## config.mk

```make
export PLATFORM = sky130hd
export DESIGN_NAME = instr_fetch_unit
export DESIGN_NICKNAME = d
export VERILOG_FILES = /design/src/rtl/jimmy_pkg.sv /design/src/rtl/instr_fetch_unit.sv
export SDC_FILE = /design/constraint.sdc
export NUM_CORES = 1
export LEC_CHECK = 0
export CORE_AREA = 3 3 76 78
export DETAILED_ROUTE_END_ITERATION = 10
export DIE_AREA = 0 0 79 81
export GPL_ROUTABILITY_DRIVEN = 0
export GPL_TIMING_DRIVEN = 0
export SLEW_MARGIN = 20
export SYNTH_ARGS = -nofsm -noshare
export SYNTH_HDL_FRONTEND = slang
export SYNTH_SLANG_ARGS = --single-unit
```

## constraint.sdc

```tcl
create_clock -name clk -period 1.3 [get_ports clk]
set_input_delay 0.325 -clock clk [delete_from_list [all_inputs] [get_ports clk]]
set_output_delay 0.325 -clock clk [all_outputs]
set_load 0.01 [all_outputs]
```

## src/rtl/jimmy_pkg.sv

```systemverilog
`default_nettype none
// ============================================================================
// Module      : jimmy_pkg
// Description : Shared definitions for the Jimmy CPU: opcode encodings,
//               register codes, fetch FSM states and the instruction
//               length decode used by the fetch unit, decoder and assembler.
// Revision    : 1.0 - initial release
// ============================================================================
package jimmy_pkg;

    // Base opcodes; register fields occupy the low bits where applicable.
    localparam logic [7:0] c_OP_ADD     = 8'h00;
    localparam logic [7:0] c_OP_MUL     = 8'h20;
    localparam logic [7:0] c_OP_MOV     = 8'h40;
    localparam logic [7:0] c_OP_NOP     = 8'h70;
    localparam logic [7:0] c_OP_MOV_IMM = 8'h80;
    localparam logic [7:0] c_OP_CMP_IMM = 8'h8C;
    localparam logic [7:0] c_OP_DEC     = 8'h90;
    localparam logic [7:0] c_OP_INPUT   = 8'h98;
    localparam logic [7:0] c_OP_OUTPUT  = 8'h9C;
    localparam logic [7:0] c_OP_BEQ     = 8'hA0;
    localparam logic [7:0] c_OP_BHI     = 8'hA4;
    localparam logic [7:0] c_OP_BRA     = 8'hA8;

    // Register codes.
    localparam logic [1:0] c_R0 = 2'd0;
    localparam logic [1:0] c_R1 = 2'd1;
    localparam logic [1:0] c_R2 = 2'd2;
    localparam logic [1:0] c_R3 = 2'd3;

    // Fetch sequencer states.
    typedef enum logic [1:0] {
        F_OP  = 2'd0,
        F_IMM = 2'd1,
        HOLD  = 2'd2
    } fetch_state_t;

    // Branches, MOV immediate and CMP immediate carry a second byte.
    function automatic logic is_two_byte(input logic [7:0] opcode);
        return (opcode[7:5] == 3'b101)    ||
               (opcode[7:2] == 6'b100000) ||
               (opcode[7:2] == 6'b100011);
    endfunction

endpackage
`default_nettype wire

```

## src/rtl/instr_fetch_unit.sv

```systemverilog
`default_nettype none
// ============================================================================
// Module      : instr_fetch_unit
// Description : Program-memory sequencer for the Jimmy CPU. Owns the PC,
//               assembles 1/2-byte instructions from combinational ROM data,
//               presents them over valid/ready and applies branch redirects.
// Revision    : 1.0 - initial release
// ============================================================================
module instr_fetch_unit
    import jimmy_pkg::*;
#(
    parameter int                ADDR_W   = 8,
    parameter logic [ADDR_W-1:0] RESET_PC = '0
) (
    input  logic              clk,
    input  logic              reset,
    output logic [ADDR_W-1:0] mem_addr,
    input  logic [7:0]        mem_data,
    output logic              instr_valid,
    input  logic              instr_ready,
    output logic [7:0]        instr_opcode,
    output logic [7:0]        instr_imm,
    output logic              instr_len,
    output logic [ADDR_W-1:0] instr_pc,
    input  logic              branch_taken,
    input  logic [ADDR_W-1:0] branch_target
);

    localparam logic [ADDR_W-1:0] c_PC_ONE = {{(ADDR_W-1){1'b0}}, 1'b1};

    fetch_state_t      state_q,  state_d;
    logic [ADDR_W-1:0] pc_q,     pc_d;
    logic              valid_q,  valid_d;
    logic [7:0]        opcode_q, opcode_d;
    logic [7:0]        imm_q,    imm_d;
    logic              len_q,    len_d;
    logic [ADDR_W-1:0] ipc_q,    ipc_d;

    // State and instruction registers; reset drops any partial fetch.
    always_ff @(posedge clk) begin
        if (reset) begin
            state_q  <= F_OP;
            pc_q     <= RESET_PC;
            valid_q  <= 1'b0;
            opcode_q <= 8'h00;
            imm_q    <= 8'h00;
            len_q    <= 1'b0;
            ipc_q    <= '0;
        end else begin
            state_q  <= state_d;
            pc_q     <= pc_d;
            valid_q  <= valid_d;
            opcode_q <= opcode_d;
            imm_q    <= imm_d;
            len_q    <= len_d;
            ipc_q    <= ipc_d;
        end
    end

    // Next-state logic; a branch overrides the sequencer in every state,
    // and a handshake in the same cycle is simply absorbed by dropping valid.
    always_comb begin
        state_d  = state_q;
        pc_d     = pc_q;
        valid_d  = valid_q;
        opcode_d = opcode_q;
        imm_d    = imm_q;
        len_d    = len_q;
        ipc_d    = ipc_q;

        if (branch_taken) begin
            pc_d    = branch_target;
            state_d = F_OP;
            valid_d = 1'b0;
        end else begin
            case (state_q)
                F_OP: begin
                    opcode_d = mem_data;
                    ipc_d    = pc_q;
                    pc_d     = pc_q + c_PC_ONE;
                    if (is_two_byte(mem_data)) begin
                        state_d = F_IMM;
                    end else begin
                        imm_d   = 8'h00;
                        len_d   = 1'b0;
                        valid_d = 1'b1;
                        state_d = HOLD;
                    end
                end
                F_IMM: begin
                    imm_d   = mem_data;
                    len_d   = 1'b1;
                    pc_d    = pc_q + c_PC_ONE;
                    valid_d = 1'b1;
                    state_d = HOLD;
                end
                HOLD: begin
                    if (valid_q && instr_ready) begin
                        valid_d = 1'b0;
                        state_d = F_OP;
                    end
                end
                default: begin
                    state_d = F_OP;
                    valid_d = 1'b0;
                end
            endcase
        end
    end

    assign mem_addr     = pc_q;
    assign instr_valid  = valid_q;
    assign instr_opcode = opcode_q;
    assign instr_imm    = imm_q;
    assign instr_len    = len_q;
    assign instr_pc     = ipc_q;

endmodule
`default_nettype wire

```

==> out/qor.yml <==
dpl.hpwl_um: 3004
grt_overflow_total: 0
tns_ns: 0
setup_viol: 0
pre_cts_ws_ns: -0.6373
path_max_fanout: 6
final_nets: 267
vias: 1469
clockBufferDepth: 2
drc_errors: 0
vdd.ir_drop.worst_v: 0.0005955
design.core.area_um2: 5140
cts-htree-levels: 2
p_int_uw: 1744
start_util: 0.2948
layout_commonest_cell: "nand2_1"
p_sw_frac: 0.2687
cp_slowest_cell: "or4b_4"
met1_length_um: 2003
area_growth_pct: 58.22
drive_above_1_share: 0.2114
path_cells: "or2_4 -> or4b_4 -> o311ai_2"
syn_area_um2: 1515
drtIter0Drc: 59
startpoint: "state_q[1]"
pin_count: 54
fin_crit_ns: 1.299
grt_start_max_net_pins: 11
gr-usage-all-layers: 0.1380
die_area_um2: 6399
layoutNonFillerInstCount: 316
numCtsBuffers: 5
synth_nets: 197
antennaDiodeCount: 0
period_share: 0.9993
grt_pass1_vias: 1345
wl_met2_um: 2043
tightest_slew_ns: 0.4734
synth_edf_count: 0
synth_async_sr_flop_share: 0
p_leak_uw: 0.001004
cts_hold_buf: 0
clk_pin_slew_worst_paths_ns: 0.07
critPathMaxStageDelay_ns: 0.49
setup_slack_ns: 0.0008548
antenna_left: 0
clkSinkCount: 36
synth.yosys.seq_area_share: 0.4756
num_rows: 26
utilization: 0.4664
drt-total-wl_um: 4298
p_switching_uw: 640.8
rsz0062_at_grt: "true"
die_y_um: 81
ys_ff_latch: 36
antenna_found_initial: 0
pwr-share-comb: 0.177
avgRoutedWirePerCell_um: 13.60
cts_root_buffer: "clkbuf_8"
path_class: "flip-flop to flip-flop"
min_path_type: "primary input to flip-flop"
maxCapViolations: 0
top_layer: "met4"
cp.arrival_ns: 1.49
numPortBuffers: 52
final-seq-area_um2: 748.2
multiInputGateArea_um2: 815.8
seqPwrFrac: 0.507
crit-reg2reg-launch: "state_q[1]"
worstHoldStart: "branch_taken"
vias_per_cell: 4.649
grt_pass1_wl_um: 6755
synth_cell_types: 36
route.met3.wl_um: 143
cts_tree: "done"
mostFrequentLayoutCells: "nand2_1 (45), dlygate4sd2_1 (34), dfxtp_1 (26)"
drv_slew: 0
end_kind: "flip-flop"
clock.fmax_mhz: 769.7
clkPwrFrac: 0.316
cp-start-kind: "flip-flop"
outcome: "finished, final reports clean"
finClkSkew_ns: 0.001870
placed_cells: 298
hold_viol_final: 0
die_w_um: 79
postSynthCellCount: 176
yosysWarnings: 0
dr.pass1.iters: 4
power_density_nw_per_um2: 994.6
ys.flop_type: "dfxtp_1"
slew_headroom: 0.6844
avgSynthCellArea_um2: 8.609
fillers: 542
clk_latency_ns: 0.29
worstPathRequired_ns: 1.49
==> worst paths after layout <==
path / end / slack [ns] / cells past startpoint
max reg2reg: mem_addr[7] / 0.0009 / 3
max: mem_addr[7] / 0.0009 / 3
min: mem_addr[1] / 0.30 / 3
min reg2reg: instr_pc[0] / 0.45 / 2
==> worst max-delay path, delay by kind of cell (launching register included) <==
| kind | cells | cell delay (ns) |
|---|---|---|
| and+or+nand+nor | 2 | 0.75 |
| DFF | 1 | 0.38 |
| AOI/OAI and AO/OA | 1 | 0.07 |
==> logic make-up (layout without fill, tap and decap cells) <==
logic type / count (synthesis) / count (layout) / share of synthesized area
and+or+nand+nor: 79 / 79 / 0.2700
xor gates and xnor gates: 5 / 5 / 0.02891
adders and majority gates: 1 / 1 / 0.008256
DFF: 36 / 36 / 0.4756
AOI/OAI and AO/OA: 43 / 43 / 0.1751
muxes: 1 / 1 / 0.007431
buffers and inverters: 11 / 81 / 0.03468
==> flip-flops by register name, summed over array words and instances (netlist names) <==
register      count
instr_valid       1
instr_pc          8
instr_imm         8
instr_len         1
mem_addr          8
state_q           2
instr_opcode      8
==> per-stage QoR <==
stage	cell area [um^2]	total power [uW]	hold WS [ns]
2_1_floorplan	1529	1417	0.4336
3_3_place_gp	2137	1631	0.4445
3_5_place_dp	2137	1631	0.4487
4_1_cts	2296	2387	0.2835
5_1_grt	2397	2514	0.2961
6_report	2397	2384	0.2989
==> cell type report <==
cell class | instances | share of cell area
flip-flops and latches | 36 | 0.3121
plain buffers | 9 | 0.03288
clock buffers | 6 | 0.03027
clock inverters | 1 | 0.002088
well taps | 70 | 0.03653
multi-input cells | 129 | 0.3403
inverters | 1 | 0.001566
repair buffers | 64 | 0.2443
==> power by group through the flow <==
stage	sequential, uW	combinational (uW)	clock [uW]
CTS	1210	399	781
global placement	1240	395	0
detailed placement	1240	395	0
global route	1220	459	838
floorplan	1250	170	0
finish	1210	423	752
==> per-layer routing <==
metal  GRT usage  vias to the layer above
li1            -                      746
met2      0.2197                       30
met3     0.03548                        8
met1      0.1743                      685
met5           0                        -
met4     0.06701                        0
==> timing repair <==
action                     in CTS  in global routing
pin swaps                       4                  2
setup endpoints to repair      69                 27
hold endpoints to repair        0                  0
cloned                          1                  0
resized for setup              63                 26
setup buffers                   9                  2
==> synthesized netlist by cell type, types with 2 or more instances <==
cell      instances  area share
nand2_1          45        0.11
dfxtp_1          36        0.48
a21oi_1          20       0.066
nand2b_1         10       0.041
o21ai_0          10       0.033
nor2_1            8       0.020
clkbuf_1          6       0.015
a211oi_1          4       0.020
buf_2             3      0.0099
xor2_1            3       0.017
a311oi_1          2       0.012
nand3_1           2      0.0066
nand4b_1          2       0.012
or3_1             2      0.0083
xnor2_1           2       0.012
Power figures use the tool's default switching activity.
